### config.mk
export PLATFORM = sky130hd
export DESIGN_NAME = spi_xact_arbiter_flat
export DESIGN_NICKNAME = d
export VERILOG_FILES = /design/src/rtl/spi_arb_pkg.sv /design/src/rtl/spi_xact_arbiter_if.sv /design/src/rtl/arb_wdog.sv /design/src/rtl/spi_xact_arbiter.sv /design/src/flat_wrapper.sv
export SDC_FILE = /design/constraint.sdc
export NUM_CORES = 1
export LEC_CHECK = 0
export CAP_MARGIN = 25
export CORE_MARGIN = 2
export CORE_UTILIZATION = 45
export DETAILED_ROUTE_END_ITERATION = 10
export GPL_TIMING_DRIVEN = 0
export PLACE_DENSITY_LB_ADDON = 0.3
export SLEW_MARGIN = 40
export SYNTH_ARGS = -nofsm -noshare
export SYNTH_HDL_FRONTEND = slang
export SYNTH_HIERARCHICAL = 1
export SYNTH_SLANG_ARGS = --single-unit
export TNS_END_PERCENT = 100
### constraint.sdc
create_clock -name clk -period 5 [get_ports clk]
set_clock_uncertainty 0.15 [all_clocks]
set_input_delay 1 -clock clk [delete_from_list [all_inputs] [get_ports clk]]
set_output_delay 1 -clock clk [all_outputs]
set_load 0.03 [all_outputs]
### src/rtl/spi_arb_pkg.sv
// Shared types and constants for the two-port SPI transaction arbiter.
package spi_arb_pkg;

  typedef enum logic [1:0] {
    IDLE,
    LAUNCH,
    WAIT
  } arb_state_t;

  localparam logic REQ_INERT = 1'b0;
  localparam logic REQ_A2D   = 1'b1;

  localparam int unsigned TIMEOUT_CYC_DEF = 4096;

endpackage

### src/rtl/spi_xact_arbiter_if.sv
// Requester and shared-master handshake signals of the SPI transaction arbiter.
interface spi_xact_arbiter_if;

  logic        wrt0;
  logic [15:0] cmd0;
  logic        done0;
  logic [15:0] rd_data0;
  logic        wrt1;
  logic [15:0] cmd1;
  logic        done1;
  logic [15:0] rd_data1;
  logic        m_wrt;
  logic [15:0] m_cmd;
  logic        m_done;
  logic [15:0] m_rd_data;
  logic        sel;
  logic        busy;
  logic        tmo;

  // Arbiter side.
  modport master (
    input  wrt0, cmd0, wrt1, cmd1, m_done, m_rd_data,
    output done0, rd_data0, done1, rd_data1, m_wrt, m_cmd, sel, busy, tmo
  );

  // Requester / SPI master side.
  modport slave (
    output wrt0, cmd0, wrt1, cmd1, m_done, m_rd_data,
    input  done0, rd_data0, done1, rd_data1, m_wrt, m_cmd, sel, busy, tmo
  );

endinterface

### src/rtl/arb_wdog.sv
// Clearable transaction watchdog: counts enabled cycles, flags expiry at TIMEOUT_CYC-1.
module arb_wdog #(
  parameter int unsigned TIMEOUT_CYC = 4096
) (
  input  logic clk,
  input  logic rst_n,
  input  logic clr_i,
  input  logic en_i,
  output logic expire_o
);

  localparam int unsigned CntW = (TIMEOUT_CYC > 2) ? $clog2(TIMEOUT_CYC) : 1;
  localparam logic [CntW-1:0] CntMax = CntW'(TIMEOUT_CYC - 1);

  logic [CntW-1:0] cnt_d, cnt_q;

  assign expire_o = (cnt_q == CntMax);

  always_comb begin
    cnt_d = cnt_q;
    if (clr_i) begin
      cnt_d = '0;
    end else if (en_i && !expire_o) begin
      cnt_d = cnt_q + 1'b1;
    end
  end

  always_ff @(posedge clk or negedge rst_n) begin
    if (!rst_n) begin
      cnt_q <= '0;
    end else begin
      cnt_q <= cnt_d;
    end
  end

endmodule

### src/rtl/spi_xact_arbiter.sv
// Round-robin arbiter sharing one SPI master between the inertial and A2D requesters,
// with a watchdog that aborts transactions the master never completes.
module spi_xact_arbiter
  import spi_arb_pkg::*;
#(
  parameter int unsigned TIMEOUT_CYC = TIMEOUT_CYC_DEF,
  parameter logic [15:0] TMO_DATA    = 16'h0000
) (
  input logic                clk,
  input logic                rst_n,
  spi_xact_arbiter_if.master bus
);

  arb_state_t  state_d, state_q;
  logic        pend0_d, pend0_q, pend1_d, pend1_q;
  logic [15:0] hold0_d, hold0_q, hold1_d, hold1_q;
  logic        rr_last_d, rr_last_q;
  logic        sel_d, sel_q;
  logic [15:0] m_cmd_d, m_cmd_q;
  logic        done0_d, done0_q, done1_d, done1_q;
  logic        tmo_d, tmo_q;
  logic [15:0] rd_data0_d, rd_data0_q, rd_data1_d, rd_data1_q;
  logic        busy;
  logic        expire;
  logic        grant;
  logic        finish;
  logic [15:0] ret_data;

  assign busy = (state_q == LAUNCH) || (state_q == WAIT);

  arb_wdog #(
    .TIMEOUT_CYC(TIMEOUT_CYC)
  ) u_wdog (
    .clk     (clk),
    .rst_n   (rst_n),
    .clr_i   (state_q == LAUNCH),
    .en_i    (state_q == WAIT),
    .expire_o(expire)
  );

  always_comb begin
    state_d    = state_q;
    pend0_d    = pend0_q;
    pend1_d    = pend1_q;
    hold0_d    = hold0_q;
    hold1_d    = hold1_q;
    rr_last_d  = rr_last_q;
    sel_d      = sel_q;
    m_cmd_d    = m_cmd_q;
    rd_data0_d = rd_data0_q;
    rd_data1_d = rd_data1_q;
    done0_d    = 1'b0;
    done1_d    = 1'b0;
    tmo_d      = 1'b0;
    grant      = REQ_INERT;
    finish     = 1'b0;
    ret_data   = TMO_DATA;

    // A request is dropped if one is already pending or its own transaction is in flight.
    if (bus.wrt0 && !pend0_q && !(busy && sel_q == REQ_INERT)) begin
      pend0_d = 1'b1;
      hold0_d = bus.cmd0;
    end
    if (bus.wrt1 && !pend1_q && !(busy && sel_q == REQ_A2D)) begin
      pend1_d = 1'b1;
      hold1_d = bus.cmd1;
    end

    case (state_q)
      IDLE: begin
        if (pend0_q || pend1_q) begin
          grant   = (pend0_q && pend1_q) ? ~rr_last_q : pend1_q;
          sel_d   = grant;
          m_cmd_d = grant ? hold1_q : hold0_q;
          if (grant) pend1_d = 1'b0;
          else       pend0_d = 1'b0;
          state_d = LAUNCH;
        end
      end
      LAUNCH: begin
        state_d = WAIT;
      end
      WAIT: begin
        // A completion on the expiry cycle still counts as a normal completion.
        if (bus.m_done) begin
          finish   = 1'b1;
          ret_data = bus.m_rd_data;
        end else if (expire) begin
          finish   = 1'b1;
          ret_data = TMO_DATA;
          tmo_d    = 1'b1;
        end
        if (finish) begin
          if (sel_q) begin
            rd_data1_d = ret_data;
            done1_d    = 1'b1;
          end else begin
            rd_data0_d = ret_data;
            done0_d    = 1'b1;
          end
          rr_last_d = sel_q;
          state_d   = IDLE;
        end
      end
      default: begin
        state_d = IDLE;
      end
    endcase
  end

  always_ff @(posedge clk or negedge rst_n) begin
    if (!rst_n) begin
      state_q    <= IDLE;
      pend0_q    <= 1'b0;
      pend1_q    <= 1'b0;
      hold0_q    <= '0;
      hold1_q    <= '0;
      rr_last_q  <= 1'b1;
      sel_q      <= 1'b0;
      m_cmd_q    <= '0;
      rd_data0_q <= '0;
      rd_data1_q <= '0;
      done0_q    <= 1'b0;
      done1_q    <= 1'b0;
      tmo_q      <= 1'b0;
    end else begin
      state_q    <= state_d;
      pend0_q    <= pend0_d;
      pend1_q    <= pend1_d;
      hold0_q    <= hold0_d;
      hold1_q    <= hold1_d;
      rr_last_q  <= rr_last_d;
      sel_q      <= sel_d;
      m_cmd_q    <= m_cmd_d;
      rd_data0_q <= rd_data0_d;
      rd_data1_q <= rd_data1_d;
      done0_q    <= done0_d;
      done1_q    <= done1_d;
      tmo_q      <= tmo_d;
    end
  end

  assign bus.done0    = done0_q;
  assign bus.done1    = done1_q;
  assign bus.rd_data0 = rd_data0_q;
  assign bus.rd_data1 = rd_data1_q;
  assign bus.m_wrt    = (state_q == LAUNCH);
  assign bus.m_cmd    = m_cmd_q;
  assign bus.sel      = sel_q;
  assign bus.busy     = busy;
  assign bus.tmo      = tmo_q;

endmodule
### src/flat_wrapper.sv
// flat-port wrapper written by rule: the top's interface ports become plain ports
module spi_xact_arbiter_flat import spi_arb_pkg::*;
#(
  parameter int unsigned TIMEOUT_CYC = TIMEOUT_CYC_DEF,
  parameter logic [15:0] TMO_DATA    = 16'h0000
)
  (clk, rst_n, bus_wrt0, bus_cmd0, bus_wrt1, bus_cmd1, bus_m_done, bus_m_rd_data, bus_done0, bus_rd_data0, bus_done1, bus_rd_data1, bus_m_wrt, bus_m_cmd, bus_sel, bus_busy, bus_tmo);
  spi_xact_arbiter_if bus_i ();
  input logic clk;
  input logic rst_n;
  input wire logic [$bits(bus_i.wrt0)-1:0] bus_wrt0;
  input wire logic [$bits(bus_i.cmd0)-1:0] bus_cmd0;
  input wire logic [$bits(bus_i.wrt1)-1:0] bus_wrt1;
  input wire logic [$bits(bus_i.cmd1)-1:0] bus_cmd1;
  input wire logic [$bits(bus_i.m_done)-1:0] bus_m_done;
  input wire logic [$bits(bus_i.m_rd_data)-1:0] bus_m_rd_data;
  output wire logic [$bits(bus_i.done0)-1:0] bus_done0;
  output wire logic [$bits(bus_i.rd_data0)-1:0] bus_rd_data0;
  output wire logic [$bits(bus_i.done1)-1:0] bus_done1;
  output wire logic [$bits(bus_i.rd_data1)-1:0] bus_rd_data1;
  output wire logic [$bits(bus_i.m_wrt)-1:0] bus_m_wrt;
  output wire logic [$bits(bus_i.m_cmd)-1:0] bus_m_cmd;
  output wire logic [$bits(bus_i.sel)-1:0] bus_sel;
  output wire logic [$bits(bus_i.busy)-1:0] bus_busy;
  output wire logic [$bits(bus_i.tmo)-1:0] bus_tmo;
  assign bus_i.wrt0 = bus_wrt0;
  assign bus_i.cmd0 = bus_cmd0;
  assign bus_i.wrt1 = bus_wrt1;
  assign bus_i.cmd1 = bus_cmd1;
  assign bus_i.m_done = bus_m_done;
  assign bus_i.m_rd_data = bus_m_rd_data;
  assign bus_done0 = bus_i.done0;
  assign bus_rd_data0 = bus_i.rd_data0;
  assign bus_done1 = bus_i.done1;
  assign bus_rd_data1 = bus_i.rd_data1;
  assign bus_m_wrt = bus_i.m_wrt;
  assign bus_m_cmd = bus_i.m_cmd;
  assign bus_sel = bus_i.sel;
  assign bus_busy = bus_i.busy;
  assign bus_tmo = bus_i.tmo;
  spi_xact_arbiter #(.TIMEOUT_CYC(TIMEOUT_CYC), .TMO_DATA(TMO_DATA)) u_core (.clk(clk), .rst_n(rst_n), .bus(bus_i));
endmodule
# Word-level counts from Yosys, hierarchy flattened
# Index checks and enable logic that the tools add are counted.
# op_classes
addsub	1
n_eq_ne	5
n_mux	27
bitwise	2
reduce_logical	22
# ops
operator	n
$mux 16	2
$mux 12	2
$mux 1	20
$add 12x1->12 const B	1
$eq 12x12->1 const B	1
$logic_and 1x1->1	8
$pmux 2 s3	1
$reduce_and 2->1	3
$reduce_and 3->1	2
$logic_not 1->1	5
$mux 2	2
$ne 2x1->1 const B	2
$eq 2x1->1 const B	1
$eq 2x2->1 const B	1
$logic_not 2->1	1
$logic_or 1x1->1	2
$not 1->1	2
$reduce_bool 2->1	1
# word_totals
regBits	101
in_bits	53
out_inout_bits	54

# Logic depth before layout (Yosys ltp)
# depth
ltp_word	9
mapped_depth	8
ltp_nobuf	6

# Modules after synthesis
# Netlist, hierarchy kept.
# by_module_without_submodules
mod	n_inst	cells_each	area_each_um2	seq_area_each_um2
spi_xact_arbiter	1	282	3694.8	2228.4
arb_wdog	1	67	661.9	300.3

# Worst setup path after synthesis
# Ideal clock, no wire load.
# synth_timing
path_type	reg2reg
startpoint	register u_core.u_wdog.cnt_q[7]
endpoint	register u_core.rd_data0_q[10] (netlist: u_core/bus.rd_data0[10])
setup_time_ps	125
arrival_time_ps	2080
required_time_ps	4725
slack_ps	2645
stages_incl_launch_ff	7
n_path_buf	1
cell_sequence	dfrtp_1 nand4_1 nor4_2 o21ai_2 nor2_2 buf_4 mux2_2
# synth_between
elab_chain_cells	5
# synth_lines
item	line_no	text
start, declared	arb_wdog.sv:15	logic [CntW-1:0] cnt_d, cnt_q;
start signal, assigned	arb_wdog.sv:32	cnt_q <= cnt_d;
$eq 12x12->1	arb_wdog.sv:17	assign expire_o = (cnt_q == CntMax);
net u_core.expire	spi_xact_arbiter.sv:24	logic expire;
$mux 1	spi_xact_arbiter.sv:88	end else if (expire) begin
$mux 1	spi_xact_arbiter.sv:85	if (bus.m_done) begin
$mux 1	spi_xact_arbiter.sv:69	case (state_q)
$reduce_and 3->1 (no line)	--	
end signal, assigned	spi_xact_arbiter.sv:135	rd_data0_q <= rd_data0_d;
end, declared	spi_xact_arbiter.sv:22	logic [15:0] rd_data0_d, rd_data0_q, rd_data1_d, rd_data1_q;
# The timed path passes the listed nets, and every way through them passes these cells. The select of a mux whose other input is x is not followed.
# A chain may end at the register's enable or synchronous reset.

# Final worst setup path
# layout_timing
startpoint	register u_core.state_q[1]
endpoint	output port bus_m_wrt
# layout_between
elab_chain_cells	1
# layout_lines
item	line_no	text
start, declared	spi_xact_arbiter.sv:14	arb_state_t state_d, state_q;
start signal, assigned	spi_xact_arbiter.sv:127	state_q <= state_d;
$eq 2x1->1	spi_xact_arbiter.sv:147	assign bus.m_wrt = (state_q == LAUNCH);
end, declared	flat_wrapper.sv:21	output wire logic [$bits(bus_i.m_wrt)-1:0] bus_m_wrt;
# Every way passes these cells.

==> flow_summary_export.csv <==
group,metric,value,unit
run_status,status,"completed",
synth,ys_seq_elements,101,
timing,setup_ws,2.001,ns
synth,synth_cell_types,46,
critical_path,critPathArrivalTime,1.85,ns
timing,period_minus_slack,2.999,ns
floorplan,rows,35,
detailed_routing,first_pass_iters,4,
power_and_ir_drop,ir_worst_vdd,0.0003148,V
floorplan,start_util,46.71,%
grt,grt_pass1_vias,3234,
synth,synth-main-ff-cell,"dfrtp_1",
placement,pre_cts_ws,1.850,ns
clock_tree,cts_hold_buf,0,
hold_path,hp-class,"reg -> reg",
critical_path,critical-path-max-stage-delay,0.71,ns
synth,yosys.area.top_type,"dfrtp_1",
synth,synth_area_leaders,"dfrtp_1, mux2_2, a21oi_1",
critical_path,cp_slowest_cell,"clkdlybuf4s50_1",
timing,fmax,333.5,MHz
detailed_routing,wl_per_cell,15.77,µm
synth,synth_commonest_cells,"dfrtp_1, mux2_2, a21oi_1",
finish,drive_above_1_share,23.94,%
placement,hpwl,6636,µm
floorplan,core,0.009328,mm²
clock_tree,cts_tree,"yes",
grt,grt_antenna_before_repair,0,
power_and_ir_drop,power,3.718,mW
finish,post-route-util,62.37,%
critical_path,cp_data_required_time,3.85,ns
clock_tree,cts_sinks,101,
synth,synth_enable_flop_cells,0,
synth,synth-async-reset-ratio,100.0,%
detailed_routing,drt_iter0_drc,71,
clock_tree,clkSlewWorstSetupHoldPaths,0.09,ns
detailed_routing,drc,0,
clock_tree,cts-root-buf,"clkbuf_8",
critical_path,worstSetupStartpointType,"flip-flop",
timing,slew-limit-headroom,55.42,%
grt,grt_overflow_total,0,
placement,dp.cells,585,
grt,grt_usage,19.04,%
power_and_ir_drop,powerDensity,639.1,mW/mm²
clock_tree,clock_path_buffers,2,
grt,grt_start_max_net_pins,63,
synth,synthCells,349,
synth,synth_nets,407,
timing,setup_violations,0,
timing,rsz0062_at_grt,"no",
timing,final_max_slew_viol_count,0,
timing,timing.final.crit_share,59.98,%
power_and_ir_drop,p_leak,2.525,nW
clock_tree,htreeDepth,3,
synth,synth_most_common_cell,"dfrtp_1",
timing,holdWs,0.3411,ns
finish,insertedDiodeCount,0,
placement,gp_congestion,0.7805,
critical_path,critPathMaxFanout,5,
critical_path,crit_type,"reg -> out",
finish,nets,525,
critical_path,cp-end-kind,"output port",
placement,portBuffers,106,
floorplan,die_y,102.4,µm
synth,syn_avg_cell_area,12.48,µm²
floorplan,die_w,102.4,µm
synth,synth_top_cell_area_share,57.44,%
timing,tightest_slew,0.6632,ns
floorplan,io_pins,107,
flow_run,max-cap-violations,0,
finish,fin_cells,601,
synth,ys_seq_area_share,58.04,%
finish,syn2layout_area_growth,33.54,%
clock_tree,numCtsBuffers,9,
detailed_routing,ant_nets,0,
timing,hold_viol,0,
clock_tree,postCtsSetupBuffers,0,
critical_path,cp_num_buf_inv,2,
detailed_routing,dr_total_vias,3074,
synth,netlist_area,0.004357,mm²
critical_path,path_cells,"inv_1 > ha_1 > clkdlybuf4s50_1",
floorplan,die-area,0.01048,mm²
synth,ys_warn_count,6,
critical_path,crit_family,"buffers and inverters",
clock_tree,cts_resized,0,
detailed_routing,drt_wl_total,9475,µm
grt,grt_pass1_wl,15360,µm
clock_tree,clk_latency,0.36,ns
detailed_routing,viasPerCell,5.115,
-- layout by cell type, fill, tap and decap left out, types with 2 or more instances in the layout --
| master | netlist | layout |
|---|---|---|
| nand3_1 | 3 | 3 |
| nor3_1 | 3 | 3 |
| buf_4 | 2 | 2 |
| o311ai_0 | 2 | 2 |
| mux2_2 | 58 | 58 |
| dfrtp_1 | 100 | 100 |
| nand2_1 | 26 | 26 |
| a21oi_1 | 40 | 40 |
| nor4_1 | 2 | 2 |
| o41ai_1 | 3 | 3 |
| clkbuf_8 | 0 | 10 |
| or3_1 | 2 | 2 |
| o21ai_0 | 7 | 7 |
| o21a_1 | 2 | 2 |
| mux2i_1 | 2 | 2 |
| and3b_1 | 2 | 2 |
| clkdlybuf4s50_1 | 0 | 105 |
| nor2_1 | 25 | 25 |
| buf_2 | 7 | 7 |
| and2_2 | 7 | 7 |
| mux2_4 | 8 | 8 |
| inv_1 | 7 | 7 |
| nand4_1 | 2 | 2 |
| clkbuf_1 | 3 | 4 |
| ha_1 | 5 | 5 |
| and2_1 | 9 | 9 |
| inv_6 | 0 | 3 |
-- through the flow --
stage,instance area [µm²],TNS (ns)
after floorplan,4357,0
after global placement,5579,-93.37
after detailed placement,5612,0
after CTS,5818,0
after global routing,5818,0
final,5818,0
-- layer usage --
layer	up-vias	share of wire, %	global-route usage, %
li1	1458	-	-
met1	1505	43	23.96
met2	100	50	32.49
met3	11	5.6	4.514
met4	0	1.1	6.359
met5	-	0	0
-- worst paths after layout --
kind | slack (ns) | from | cells after the start | end
worst min-delay path | 0.34 | u_core/rr_last_q | 2 | u_core/rr_last_q
worst min register to register | 0.34 | u_core/rr_last_q | 2 | u_core/rr_last_q
max in group asynchronous | 3.71 | rst_n | 2 | u_core/rr_last_q
worst max-delay path | 2.00 | u_core/state_q[1] | 3 | bus_m_wrt
min in group asynchronous | 0.37 | rst_n | 1 | u_core/bus.m_cmd[0]
worst max register to register | 2.15 | u_core/u_wdog/cnt_q[7] | 6 | u_core/bus.rd_data0[11]
-- flip-flops by register name, indices dropped and copies added, names as in the netlist, 2 cells and up --
| register | flops |
|---|---|
| u_core/bus.m_cmd | 16 |
| u_core/u_wdog/cnt_q | 12 |
| u_core/hold0_q | 16 |
| u_core/bus.rd_data1 | 16 |
| u_core/state_q | 2 |
| u_core/hold1_q | 16 |
| u_core/bus.rd_data0 | 16 |
-- logic make-up after synthesis --
kind of cell,Yosys count,share of synthesized area (%)
DFF,101,58.04
buffers and inverters,23,2.929
adders and majority gates,5,1.436
xor gates and xnor gates,1,0.2011
and+or+nand+nor,89,10.65
AOI/OAI and AO/OA,62,8.530
muxes,68,18.21
-- worst reg2reg max path, cell delays in order (launching register included) --
cell     delay (ns)
dfrtp_1        0.44
nand4_1        0.29
nor4_2         0.69
o21ai_2        0.14
nor2_2         0.39
buf_4          0.28
mux2_2         0.36
-- area by class of cell --
cell class              count  area, µm²
clock buffers              11      141.4
inverters                   7      26.28
flip-flops and latches    101       2529
well taps                 129      161.4
fillers                   780       3510
multi-input cells         225       1700
repair buffers            107       1094
clock inverters             5      65.06
plain buffers              16      101.3
-- power breakdown --
part	internal (mW)	switching (mW)	leakage (nW)
registers	1.18	0.202	1.25
clock network	0.252	0.282	0.105
logic	0.833	0.972	1.17
total	2.26	1.46	2.53
Power figures use the tool's default switching activity.
==> RTL change (config.mk and constraints unchanged) <==
The package constant `TIMEOUT_CYC_DEF` goes from 4096 to 8192.
--- a/src/rtl/spi_arb_pkg.sv
+++ b/src/rtl/spi_arb_pkg.sv
@@ -10,7 +10,7 @@
   localparam logic REQ_INERT = 1'b0;
   localparam logic REQ_A2D   = 1'b1;
 
-  localparam int unsigned TIMEOUT_CYC_DEF = 4096;
+  localparam int unsigned TIMEOUT_CYC_DEF = 8192;
 
 endpackage
 
Formal check against the unedited RTL: same outputs for any inputs over 10 cycles, from zero or initial values and one cycle with rst_n low; that may be too few to reach the edited logic, so the function may still have changed.
==> RTL change against the original RTL <==
- synthesized area up 1.5%
- die area up 1.4%
- sequential cell count up 1
- wire length down 2.8%
- non-clock buffer count unchanged
- hold slack worse by 0.020 ns
- final cell count up 2.3%
- cell area up 0.95%
- total power down 0.89%
- setup slack worse by 0.059 ns
- critical endpoint unchanged
==> RTL change: results (changes against the original RTL) <==
synth warn=6 (unchanged); dpl cell area=5680 um2 (was 5610 um2); number of global-route vias before repair=3118 (was 3234); r2r setup slk=2.09 ns (was 2.15 ns); worst hold margin=0.321 ns (was 0.341 ns); R2R depth=7 (was 6); vias per cell=5.03 (was 5.11); placer congestion estimate=0.794 (was 0.781); Sw Pwr=1.46 mW (about the same); Reg-to-Reg End=u_core/bus.rd_data0[14]$_DFFE_PN0P_ (was u_core/bus.rd_data0[11]$_DFFE_PN0P_); CP arrival=1.91 ns (was 1.85 ns); Peak VDD IR=0.347 mV (was 0.315 mV); Syn Nets=417 (was 407); Worst Hold Class=in -> async (was reg -> reg); global-route wire length before repair=14.9 mm (was 15.4 mm); # fillers=833 (was 780); Detailed Route WL=9.21 mm (was 9.48 mm); DRT iter0 DRCs=84 (was 71); LEAKAGE=2.54 nW (was 2.53 nW); dpl cells=599 (was 585); minimum clock period=3.06 ns (was 3.00 ns); register area share after synthesis=0.578 (was 0.580); worst flop-to-flop path startpoint=u_core/u_wdog/cnt_q[0]$_DFFE_PN0P_ (was u_core/u_wdog/cnt_q[7]$_DFFE_PN0P_); layout cells sized above 1=0.237 (was 0.239); fin nets=535 (was 525); ranking of synthesized cells by area=dfrtp_1, mux2_2, a21oi_1 (unchanged); Final HPWL DP=6.79 mm (was 6.64 mm); power per cell area=627 nW/um2 (was 639 nW/um2); slowest cell delay on critical path=0.73 ns (was 0.71 ns); maximum number of pins on one net before global-route repair=72 (was 63); most frequent cells after synthesis=dfrtp_1, mux2_2, a21oi_1 (unchanged); wire per inst=15.0 um (was 15.8 um); Synth Area per Inst=12.3 um2 (was 12.5 um2); crit path max fanout=6 (was 5); GRT Overall Usage=0.180 (was 0.190); status=finished, final reports clean (unchanged); Tightest Pin Transition=0.578 ns (was 0.663 ns); library cells used by synthesis=44 (was 46)
RTL change: cell types whose count changed in the layout (fill, tap and decap cells not counted), moves of 3 or more:
cell / delta
a21oi_1: +4
o41ai_1: -3
nand2_1: -3
nor2_1: +3
RTL change: layout make-up:
cell class	instances	share of cell area
buffer	16	0.0173
timing repair buffer	107	0.186
multi-input combinational	233	0.295
sequential	102	0.435
tap	133	0.0283
clock buffer	10	0.0234
inverter	8	0.00511
clock inverter	6	0.00937
RTL change: cells by family (layout without fill, tap and decap cells):
kind of cell               Yosys count  after routing  share of synthesized area
AOI/OAI and AO/OA                   62             62                     0.0824
xor gates and xnor gates             1              1                    0.00198
adders and majority gates            5              5                     0.0142
buffers and inverters               24            147                     0.0297
DFF                                102            102                      0.578
muxes                               68             68                      0.179
and+or+nand+nor                     97             97                      0.115
RTL change: layer usage:
metal	share of wire	routed length, um	global-route usage	vias to the layer above
li1	-	-	-	1483
met1	0.43	3990	0.233	1515
met2	0.49	4510	0.297	86
met3	0.067	615	0.0481	11
met4	0.011	104	0.0587	0
met5	0	0	0	-
RTL change: worst register-to-register path, delay by kind of cell, from the launching register on:
| kind | cells | cell delay [ns] |
|---|---|---|
| muxes | 1 | 0.35 |
| buffers and inverters | 1 | 0.29 |
| adders and majority gates | 1 | 0.26 |
| DFF | 1 | 0.42 |
| AOI/OAI and AO/OA | 1 | 0.13 |
| and+or+nand+nor | 3 | 1.20 |
RTL change: power by group through the flow:
stage | Clock (mW) | Sequential (mW) | Combinational [mW]
finish | 0.496 | 1.39 | 1.80
global route | 0.555 | 1.43 | 1.94
CTS | 0.513 | 1.39 | 1.82
detailed placement | 0 | 1.40 | 1.82
global placement | 0 | 1.39 | 1.78
floorplan | 0 | 1.74 | 0.787
